`config.mk`:
```
export PLATFORM = sky130hd
export DESIGN_NAME = seq_shift_unit_flat
export DESIGN_NICKNAME = d
export VERILOG_FILES = /design/src/rtl/seq_shift_unit_pkg.sv /design/src/rtl/seq_shift_unit_if.sv /design/src/rtl/seq_shift_unit_shift_step.sv /design/src/rtl/seq_shift_unit.sv /design/src/flat_wrapper.sv
export SDC_FILE = /design/constraint.sdc
export NUM_CORES = 1
export LEC_CHECK = 0
export CAP_MARGIN = 40
export CORE_MARGIN = 1
export CORE_UTILIZATION = 43
export DETAILED_ROUTE_END_ITERATION = 10
export PLACE_DENSITY = 0.67
export SYNTH_ARGS = -nofsm -noshare
export SYNTH_HDL_FRONTEND = slang
export SYNTH_SLANG_ARGS = --single-unit
```
`constraint.sdc`:
```
create_clock -name clk -period 2.5 [get_ports clk]
set_clock_uncertainty 0.2 [all_clocks]
set_input_delay 0.625 -clock clk [delete_from_list [all_inputs] [get_ports clk]]
set_output_delay 0.625 -clock clk [all_outputs]
set_load 0.005 [all_outputs]
```
`src/rtl/seq_shift_unit_pkg.sv`:
```
// Shared encodings for the multi-cycle shifter: shift modes and FSM states.
package seq_shift_unit_pkg;

    typedef enum logic [1:0] {
        SH_SLL = 2'b00,
        SH_SRL = 2'b01,
        SH_SRA = 2'b10,
        SH_ROR = 2'b11
    } shift_mode_e;

    localparam logic [1:0] ST_IDLE  = 2'd0;
    localparam logic [1:0] ST_SHIFT = 2'd1;
    localparam logic [1:0] ST_DONE  = 2'd2;

endpackage

```
`src/rtl/seq_shift_unit_if.sv`:
```
// Request/response bundle for the shifter: input handshake with operands,
// output handshake with result and status flags.
interface seq_shift_unit_if
    import seq_shift_unit_pkg::*;
#(
    parameter int WIDTH   = 16,
    parameter int SHAMT_W = $clog2(WIDTH)
);
    logic               in_valid;
    logic               in_ready;
    logic [WIDTH-1:0]   a;
    logic [SHAMT_W-1:0] shamt;
    shift_mode_e        mode;
    logic               out_valid;
    logic               out_ready;
    logic [WIDTH-1:0]   result;
    logic               zero;
    logic               carry;

    // Requester / consumer side
    modport master (
        output in_valid, a, shamt, mode, out_ready,
        input  in_ready, out_valid, result, zero, carry
    );

    // Shifter side
    modport slave (
        input  in_valid, a, shamt, mode, out_ready,
        output in_ready, out_valid, result, zero, carry
    );
endinterface

```
`src/rtl/seq_shift_unit_shift_step.sv`:
```
// One combinational shift step of 0..STEP bits, returning the shifted data
// and the last bit pushed out (0 when k is 0).
module seq_shift_unit_shift_step
    import seq_shift_unit_pkg::*;
#(
    parameter int WIDTH = 16,
    parameter int STEP  = 4,
    parameter int KW    = $clog2(STEP + 1)
) (
    input  logic [WIDTH-1:0] data_i,
    input  logic [KW-1:0]    k_i,
    input  shift_mode_e      mode_i,
    output logic [WIDTH-1:0] data_o,
    output logic             carry_o
);
    logic [WIDTH:0]          ext_left;
    logic [WIDTH:0]          ext_right;
    logic [2*WIDTH-1:0]      doubled;
    logic signed [WIDTH-1:0] sdata;

    // Widened shifts capture the outgoing bit without variable part-selects;
    // the doubled word turns a rotate into a plain right shift.
    always_comb begin
        ext_left  = {1'b0, data_i} << k_i;
        ext_right = {data_i, 1'b0} >> k_i;
        doubled   = {data_i, data_i} >> k_i;
        sdata     = data_i;
        data_o    = data_i;
        carry_o   = 1'b0;
        case (mode_i)
            SH_SLL: begin
                data_o  = ext_left[WIDTH-1:0];
                carry_o = ext_left[WIDTH];
            end
            SH_SRL: begin
                data_o  = ext_right[WIDTH:1];
                carry_o = ext_right[0];
            end
            SH_SRA: begin
                data_o  = sdata >>> k_i;
                carry_o = ext_right[0];
            end
            SH_ROR: begin
                data_o  = doubled[WIDTH-1:0];
                carry_o = ext_right[0];
            end
            default: begin
                data_o  = data_i;
                carry_o = 1'b0;
            end
        endcase
    end
endmodule

```
`src/rtl/seq_shift_unit.sv`:
```
// Iterative shifter: accepts one request, shifts at most STEP bits per clock,
// then presents the result with Zero/Carry until the consumer takes it.
module seq_shift_unit
    import seq_shift_unit_pkg::*;
#(
    parameter int WIDTH   = 16,
    parameter int SHAMT_W = $clog2(WIDTH),
    parameter int STEP    = 4
) (
    input  logic            clk,
    input  logic            rst,
    seq_shift_unit_if.slave bus
);
    localparam int KW = $clog2(STEP + 1);
    localparam logic [SHAMT_W:0]   STEP_X    = (SHAMT_W + 1)'(STEP);
    localparam logic [SHAMT_W:0]   WIDTH_X   = (SHAMT_W + 1)'(WIDTH);
    localparam logic [SHAMT_W-1:0] SHAMT_MAX = SHAMT_W'(WIDTH - 1);

    logic [1:0]         state_q,  state_d;
    logic [WIDTH-1:0]   data_q,   data_d;
    shift_mode_e        mode_q,   mode_d;
    logic [SHAMT_W-1:0] rem_q,    rem_d;
    logic               carry_q,  carry_d;
    logic [WIDTH-1:0]   result_q, result_d;
    logic               zero_q,   zero_d;

    logic               accept;
    logic [SHAMT_W-1:0] shamt_sat;
    logic [SHAMT_W:0]   k_x;
    logic [KW-1:0]      k;
    logic [WIDTH-1:0]   step_data;
    logic               step_carry;

    assign bus.in_ready  = (state_q == ST_IDLE) && !rst;
    assign bus.out_valid = (state_q == ST_DONE);
    assign bus.result    = result_q;
    assign bus.zero      = zero_q;
    assign bus.carry     = carry_q;

    assign accept = bus.in_valid && bus.in_ready;

    // Out-of-range amounts (only possible for non power-of-two WIDTH) clamp to WIDTH-1
    always_comb begin
        shamt_sat = bus.shamt;
        if ({1'b0, bus.shamt} >= WIDTH_X) begin
            shamt_sat = SHAMT_MAX;
        end
    end

    // This cycle's step size: whatever is left, capped at STEP
    always_comb begin
        k_x = ({1'b0, rem_q} < STEP_X) ? {1'b0, rem_q} : STEP_X;
        k   = KW'(k_x);
    end

    seq_shift_unit_shift_step #(
        .WIDTH (WIDTH),
        .STEP  (STEP),
        .KW    (KW)
    ) u_step (
        .data_i  (data_q),
        .k_i     (k),
        .mode_i  (mode_q),
        .data_o  (step_data),
        .carry_o (step_carry)
    );

    // FSM next state: latch the request, iterate steps, publish on entry to DONE
    always_comb begin
        state_d  = state_q;
        data_d   = data_q;
        mode_d   = mode_q;
        rem_d    = rem_q;
        carry_d  = carry_q;
        result_d = result_q;
        zero_d   = zero_q;
        case (state_q)
            ST_IDLE: begin
                if (accept) begin
                    data_d  = bus.a;
                    mode_d  = bus.mode;
                    rem_d   = shamt_sat;
                    carry_d = 1'b0;
                    if (shamt_sat == '0) begin
                        state_d  = ST_DONE;
                        result_d = bus.a;
                        zero_d   = (bus.a == '0);
                    end else begin
                        state_d = ST_SHIFT;
                    end
                end
            end
            ST_SHIFT: begin
                data_d  = step_data;
                carry_d = step_carry;
                rem_d   = rem_q - k_x[SHAMT_W-1:0];
                if ({1'b0, rem_q} == k_x) begin
                    state_d  = ST_DONE;
                    result_d = step_data;
                    zero_d   = (step_data == '0);
                end
            end
            ST_DONE: begin
                if (bus.out_ready) begin
                    state_d = ST_IDLE;
                end
            end
            default: begin
                state_d = ST_IDLE;
            end
        endcase
    end

    // State registers; reset aborts any operation in flight
    always_ff @(posedge clk or posedge rst) begin
        if (rst) begin
            state_q  <= ST_IDLE;
            data_q   <= '0;
            mode_q   <= SH_SLL;
            rem_q    <= '0;
            carry_q  <= 1'b0;
            result_q <= '0;
            zero_q   <= 1'b0;
        end else begin
            state_q  <= state_d;
            data_q   <= data_d;
            mode_q   <= mode_d;
            rem_q    <= rem_d;
            carry_q  <= carry_d;
            result_q <= result_d;
            zero_q   <= zero_d;
        end
    end
endmodule

```
`src/flat_wrapper.sv`:
```
// flat-port wrapper written by rule: the top's interface ports become plain ports
module seq_shift_unit_flat import seq_shift_unit_pkg::*;
#(
    parameter int WIDTH   = 16,
    parameter int SHAMT_W = $clog2(WIDTH),
    parameter int STEP    = 4
)
  (clk, rst, bus_in_valid, bus_a, bus_shamt, bus_mode, bus_out_ready, bus_in_ready, bus_out_valid, bus_result, bus_zero, bus_carry);
  seq_shift_unit_if #(.WIDTH(WIDTH), .SHAMT_W(SHAMT_W)) bus_i ();
  input  logic clk;
  input  logic rst;
  input wire logic [$bits(bus_i.in_valid)-1:0] bus_in_valid;
  input wire logic [$bits(bus_i.a)-1:0] bus_a;
  input wire logic [$bits(bus_i.shamt)-1:0] bus_shamt;
  input wire logic [$bits(bus_i.mode)-1:0] bus_mode;
  input wire logic [$bits(bus_i.out_ready)-1:0] bus_out_ready;
  output wire logic [$bits(bus_i.in_ready)-1:0] bus_in_ready;
  output wire logic [$bits(bus_i.out_valid)-1:0] bus_out_valid;
  output wire logic [$bits(bus_i.result)-1:0] bus_result;
  output wire logic [$bits(bus_i.zero)-1:0] bus_zero;
  output wire logic [$bits(bus_i.carry)-1:0] bus_carry;
  assign bus_i.in_valid = bus_in_valid;
  assign bus_i.a = bus_a;
  assign bus_i.shamt = bus_shamt;
  assign bus_i.mode = bus_mode;
  assign bus_i.out_ready = bus_out_ready;
  assign bus_in_ready = bus_i.in_ready;
  assign bus_out_valid = bus_i.out_valid;
  assign bus_result = bus_i.result;
  assign bus_zero = bus_i.zero;
  assign bus_carry = bus_i.carry;
  seq_shift_unit #(.WIDTH(WIDTH), .SHAMT_W(SHAMT_W), .STEP(STEP)) u_core (.clk(clk), .rst(rst), .bus(bus_i));
endmodule
```
==> results of run 1 <==
cell usage in the layout (no fill, tap or decap), types with 5 or more instances in the layout:
cell,n
buf_4,82
nand2_1,63
clkdlybuf4s50_1,44
dfrtp_1,38
o21ai_1,29
mux2i_1,25
a21oi_1,21
o21ai_0,18
mux4_2,13
mux2_2,12
nand2b_1,10
nor2_1,10
nor3_1,7
a31oi_1,6
clkbuf_8,5
synth_stat cells (3+ instances only):
library cell and n:
nand2_1 63, dfrtp_1 42, clkbuf_1 30, mux2i_1 29
o21ai_1 29, a21oi_1 21, o21ai_0 19, mux2_2 12
mux4_2 12, nand2b_1 10, nor2_1 10, nor3_1 9
buf_2 8, a31oi_1 7, a211oi_1 5, inv_1 5
nand3_1 5, nor2b_1 5, nor4_1 5, buf_12 4
o211ai_1 4, or2_1 4, buf_6 3, nand3b_1 3
nand4_1 3, nor2_2 3, o21a_1 3
power groups by stage:
stage	clock [µW]	combinational, µW	sequential (µW)
after detailed placement	0	5340	1280
final	448	5810	1290
after CTS	456	5460	1280
after floorplan	0	3390	1200
after global placement	0	5290	1270
after global routing	484	6260	1330
worst register-to-register path: stages, from the launching register on:
cell and delay, ns:
dfrtp_2 0.48, buf_4 0.19, buf_4 0.16, mux2i_2 0.24, mux2_2 0.21, o211ai_1 0.16, or4_4 0.57, nor4_4 0.14
nand4b_1 0.12, o21ai_1 0.13
per-stage QoR:
| step | power, µW | utilization [%] | cell area, µm² | TNS (ns) |
|---|---|---|---|---|
| 2_1_floorplan | 4590 | - | 3580 | -1.05 |
| 3_3_place_gp | 6560 | 57.1 | 4480 | -0.876 |
| 3_5_place_dp | 6620 | 57.1 | 4480 | -1.98 |
| 4_1_cts | 7200 | 58.8 | 4610 | -0.295 |
| 5_1_grt | 8080 | 60.1 | 4720 | -1.19 |
| 6_report | 7550 | 60.1 | 4720 | -0.382 |
logic make-up after synthesis:
family          after synthesis  synth area share, %
simple gates                136                 19.5
fa+ha+maj                     1                0.352
other cells                   1                0.105
mux                          56                 21.4
flops                        42                 29.6
compound gates              111                 19.1
buf+inv                      55                 9.96
per-layer routing:
| metal | vias up | wire (µm) |
|---|---|---|
| li1 | 1645 | - |
| met1 | 1744 | 4740 |
| met2 | 179 | 5140 |
| met3 | 25 | 872 |
| met4 | 0 | 224 |
| met5 | - | 0 |
path summary, 6_finish.rpt:
check,from,to,depth (start not counted)
max,u_core.rem_q[0]$_DFFE_PP0P_,u_core.bus.zero$_DFFE_PP0P_,9
min,u_core.bus.result[7]$_DFFE_PP0P_,u_core.bus.result[7]$_DFFE_PP0P_,2
max reg2reg,u_core.rem_q[0]$_DFFE_PP0P_,u_core.bus.zero$_DFFE_PP0P_,9
min reg2reg,u_core.bus.result[7]$_DFFE_PP0P_,u_core.bus.result[7]$_DFFE_PP0P_,2
max in group asynchronous,rst,u_core.rem_q[0]$_DFFE_PP0P_,4
min in group asynchronous,rst,u_core.rem_q[1]$_DFFE_PP0P_,4
cell type report:
type | instances | share of cell area [%]
Sequential cell | 42 | 22.4
Multi-Input combinational cell | 305 | 48.4
Tap cell | 102 | 2.71
Timing Repair Buffer | 131 | 24.2
Clock buffer | 6 | 1.54
Clock inverter | 2 | 0.318
Inverter | 5 | 0.478
registers in the layout (all words and copies together) (netlist names):
register / flops
u_core.rem_q: 4
u_core.bus.result: 16
u_core.state_q: 2
u_core.data_q: 16
u_core.bus.carry: 1
u_core.bus.zero: 1
u_core.mode_q: 2
timing repair:
item | CTS | global route
setup buffers | 0 | 1
endpoints found under the setup margin | 12 | 21
pin swaps | 1 | 4
gates cloned | 0 | 0
gates resized for setup | 12 | 20
==> results.cfg, run 1 <==
[run_status]
status = finished, violations left
violations = negative setup slack

[global_route]
antenna_found_initial = 0
grtUsageMet2_pct = 41.3
use_met3_pct = 6.16
grt.busiest_layer = met2
grt_start_max_net_pins = 43
overflow = 0
grt_pass1_vias = 3558
grt_pass1_wl_mm = 18.2
grt_util_met1_pct = 38.1
grt_usage_pct = 27.1

[drt]
totalWireLength_mm = 11.0
drt-initial-drc-count = 323
route.detailed.drc = 0
dr_total_vias = 3593
wl_per_cell_um = 18.5
antenna_left = 0
vias_per_cell = 6.06
first_pass_iters = 5

[clock_tree]
clk_latency_ns = 0.30
cts_num_sinks = 42
cts_buffers = 5
path_clk_slew_ns = 0.09
clock_path_buffers = 2
cts-root-buf = clkbuf_8
h-tree-depth = 2
cts_tree = done
cts_hold_buf = 0

[pwr]
pwr-share-seq_pct = 17.1
p_sw_uw = 3460
power_density_nw_per_um2 = 1600
p_int_uw = 4090
pwr-share-clk_pct = 5.9
peakVddDrop_v = 0.000816
combPwrFrac_pct = 77.0
switching_share_pct = 45.8
p_leak_uw = 0.00194

[synthesis]
synth_cell_types = 68
synth_top_area_share_pct = 29.6
synth_area_leaders = dfrtp_1 30%, mux2i_1 8.2%, mux4_2 7.6%
synthCells = 402
synth_seq_area_share_pct = 29.6
synth_edf_count = 0
netlist_area_um2 = 3550
async_flop_share_pct = 100
ys.warnings.count = 0
ys_ff_latch = 42
ys.flop_type = dfrtp_1
syn-num-nets = 429
synth.avg_cell_area_um2 = 8.84
post-synth-top-area-cell = dfrtp_1

[layout]
regArea_um2 = 1060
nFillCells = 691
multi_input_area_um2 = 2280
diodes = 0
syn_to_final_growth_pct = 32.7
final_nets = 517
final_layout_size_suffix_gt1_share_pct = 31.4
fin_cells = 593

[timing]
finalHoldViolCount = 0
grt_setup_unrepaired = yes
tightest_slew_ns = 0.614
setup_violations = 3
holdWs_ns = 0.293
finalWorstSetupSlack_ns = -0.163
period_share_pct = 107
slew_headroom_pct = 58.8
drv_slew = 0
fmax_mhz = 376
fin_crit_ns = 2.66

[placed_design]
dp_hpwl_mm = 8.28
routabilityCongestion = 0.957
place_inst = 584
pre_cts_slack_ns = -0.174
io_buffers = 45

[floorplan]
dieArea_um2 = 8630
io_pins = 46
core_um2 = 7850
die-width_um = 92.9
rows = 32
chipHeight_um = 92.9
start_util_pct = 45.3

[setup_path]
ff2ff_setup_slack_ns = -0.16
crit_buf_inv = 2
cpMaxStageDelayCell = or4_4
cp.required_ns = 2.53
worstPathArrival_ns = 2.69
crit_path_cell_trace = buf_4 -> buf_4 -> mux2i_2 -> mux2_2 -> o211ai_1 -> or4_4 -> nor4_4 -> nand4b_1 -> o21ai_1
cpPeakStageDelay_ns = 0.56
cp-end-kind = register
worstSetupPathType = register to register
crit_fanout = 7
start_kind = register
critPathMostFrequentCell = buf_4
cp_top_family = simple AND/OR/NAND/NOR gates

[run]
maxCapViolCount = 0

[worst_hold_path]
hp-class = register to register
(Power assumes the default switching activity.)
==> run 2, diff against run 1 <==
--- a/config.mk
+++ b/config.mk
@@ -5,10 +5,12 @@
 export SDC_FILE = /design/constraint.sdc
 export NUM_CORES = 1
 export LEC_CHECK = 0
+export ABC_CLOCK_PERIOD_IN_PS = 2500
 export CAP_MARGIN = 40
 export CORE_MARGIN = 1
 export CORE_UTILIZATION = 43
 export DETAILED_ROUTE_END_ITERATION = 10
+export HOLD_SLACK_MARGIN = 0.1
 export PLACE_DENSITY = 0.67
 export SYNTH_ARGS = -nofsm -noshare
 export SYNTH_HDL_FRONTEND = slang
==> results of run 2 <==
No change in the layout: final DEF, timing and power equal those of run 1.
==> run 3, diff against run 2 <==
--- a/config.mk
+++ b/config.mk
@@ -7,11 +7,13 @@
 export LEC_CHECK = 0
 export ABC_CLOCK_PERIOD_IN_PS = 2500
 export CAP_MARGIN = 40
+export CELL_PAD_IN_SITES_DETAIL_PLACEMENT = 1
+export CELL_PAD_IN_SITES_GLOBAL_PLACEMENT = 1
 export CORE_MARGIN = 1
-export CORE_UTILIZATION = 43
+export CORE_UTILIZATION = 39
 export DETAILED_ROUTE_END_ITERATION = 10
 export HOLD_SLACK_MARGIN = 0.1
-export PLACE_DENSITY = 0.67
+export PLACE_DENSITY_LB_ADDON = 0.1
 export SYNTH_ARGS = -nofsm -noshare
 export SYNTH_HDL_FRONTEND = slang
 export SYNTH_SLANG_ARGS = --single-unit
==> run 3 against run 2 <==
Net effect:
- the run still ends with negative setup slack left
- critical path depth shrank 2
- cell area rose by 3.3%
- maximum frequency is 3.2% lower
- sequential share of layout area fell by 0.72 points
- worst setup slack got worse by 0.087 ns
- die area up 10%
- hold slack worse by 0.00097 ns
- wire length grew 21%
- clock power rose by 24%
- non-clock buffer count grew 11
- utilization shrank 4.5 points
- critical path type unchanged
- highest routed layer unchanged
==> results.cfg, run 3 (synthesis results as in run 1) <==
[run_status]
status = finished, violations left
violations = negative setup slack

[global_route]
overflow = 0
grt_start_max_net_pins = 43
grt_pass1_wl_mm = 20.8
grt_usage_pct = 28.0
antenna_found_initial = 0
grt_pass1_vias = 3806

[drt]
route.detailed.drc = 0
wl_per_cell_um = 21.8
dr_total_vias = 3588
antenna_left = 0
first_pass_iters = 4
drt-initial-drc-count = 223
vias_per_cell = 5.88
totalWireLength_mm = 13.3

[layout]
diodes = 0
design_area_um2 = 4870
final_common_cell = buf_4
syn_to_final_growth_pct = 37.1
finalCoreUtilization_pct = 55.6
nFillCells = 1009
final_layout_size_suffix_gt1_share_pct = 32.5
multi_input_area_um2 = 2260
final_nets = 528
regArea_um2 = 1060
layout_common_cells = 86 x buf_4, 63 x nand2_1, 44 x clkdlybuf4s50_1

[clock_tree]
cts_tree = done
cts-root-buf = clkbuf_8
path_clk_slew_ns = 0.09
clk_latency_ns = 0.30
clock_path_buffers = 2
h-tree-depth = 2
cts_buffers = 5
cts_num_sinks = 42

[setup_path]
critPathLaunch = u_core.rem_q[0]$_DFFE_PP0P_
start_kind = register
worstPathArrival_ns = 2.79
cp.required_ns = 2.54
timing.rr.start = u_core.rem_q[0]$_DFFE_PP0P_
cp-end-kind = register
crit_fanout = 4
worstSetupPathType = register to register

[timing]
finalWorstSetupSlack_ns = -0.250
period_share_pct = 110
fmax_mhz = 364
setup_violations = 6
tightest_slew_ns = 0.575
slew_headroom_pct = 61.6
drv_slew = 0
grt_setup_unrepaired = yes
holdWs_ns = 0.292
finalHoldViolCount = 0
fin_crit_ns = 2.75
tns_ns = -0.573

[floorplan]
dieArea_um2 = 9500
io_pins = 46
start_util_pct = 40.6
die-width_um = 97.5
core_um2 = 8760
rows = 34
chipHeight_um = 97.5

[pwr]
p_sw_uw = 3700
power_density_nw_per_um2 = 1660
pwr-share-seq_pct = 16.1
pwr-share-clk_pct = 6.9
peakVddDrop_v = 0.000564
p_int_uw = 4370
p_leak_uw = 0.00204
switching_share_pct = 45.9
combPwrFrac_pct = 77.0

[run]
maxCapViolCount = 0

[placed_design]
pre_cts_slack_ns = -0.286
io_buffers = 45
routabilityCongestion = 0.862
dp_hpwl_mm = 9.46
place_area_um2 = 4460

[worst_hold_path]
min_from = u_core.bus.result[7]$_DFFE_PP0P_
hp-class = register to register
## run 3: cell count changes in the layout (fill, tap and decap cells not counted), moves of 2 or more
cell,previous run,this run
mux2i_1,25,27
buf_6,0,4
buf_4,82,86
a31oi_2,1,3
buf_12,3,6
## run 3: final timing paths
check                                                        end  slack [ns]  cells past startpoint
worst max-delay path                 u_core.bus.zero$_DFFE_PP0P_       -0.25                      7
worst min-delay path            u_core.bus.result[7]$_DFFE_PP0P_        0.29                      2
worst max register to register       u_core.bus.zero$_DFFE_PP0P_       -0.25                      7
worst min register to register  u_core.bus.result[7]$_DFFE_PP0P_        0.29                      2
max in group asynchronous            u_core.rem_q[2]$_DFFE_PP0P_        0.99                      3
min in group asynchronous          u_core.state_q[1]$_DFFE_PP0P_        0.71                      3
## run 3: power groups by stage
stage	Sequential [µW]	Combinational, µW	Clock (µW)
3_3_place_gp	1300	5290	0
5_1_grt	1340	6630	591
4_1_cts	1320	5580	565
6_report	1300	6210	556
3_5_place_dp	1330	5410	0
2_1_floorplan	1200	3390	0
## run 3: layer usage
metal | share of wire, % | GRT usage (%) | vias to the layer above
li1 | - | - | 1661
met1 | 44 | 39.6 | 1780
met2 | 47 | 44.5 | 120
met3 | 5.4 | 3.38 | 27
met4 | 3.2 | 9.28 | 0
met5 | 0 | 0 | -
## run 3: final cells by class
class,instances,share of cell area (%)
well taps,108,2.77
multi-input cells,305,46.5
flip-flops and latches,42,21.7
clock buffers,6,1.49
repair buffers,142,26.4
clock inverters,2,0.770
inverters,5,0.462
## run 3: through the flow
step / total power [µW] / instances
6_report: 8070 / 610
2_1_floorplan: 4590 / 402
3_3_place_gp: 6590 / 588
5_1_grt: 8560 / 610
3_5_place_dp: 6740 / 588
4_1_cts: 7470 / 598
## run 3: what timing repair did
action / CTS / global route
hold buffers: 0 / 0
resized for setup: 9 / 31
buffers inserted: 2 / 11
endpoints found under the setup margin: 14 / 23
endpoints found under the hold margin: 0 / 0
pin swaps: 1 / 5
cloned: 0 / 1
## run 3: critical path: stages, from the launching register on
cell	delay, ns
dfrtp_2	0.39
buf_4	0.15
mux4_2	0.50
mux4_2	0.50
or4_4	0.52
nor4_4	0.18
nand4b_1	0.13
o21ai_1	0.13
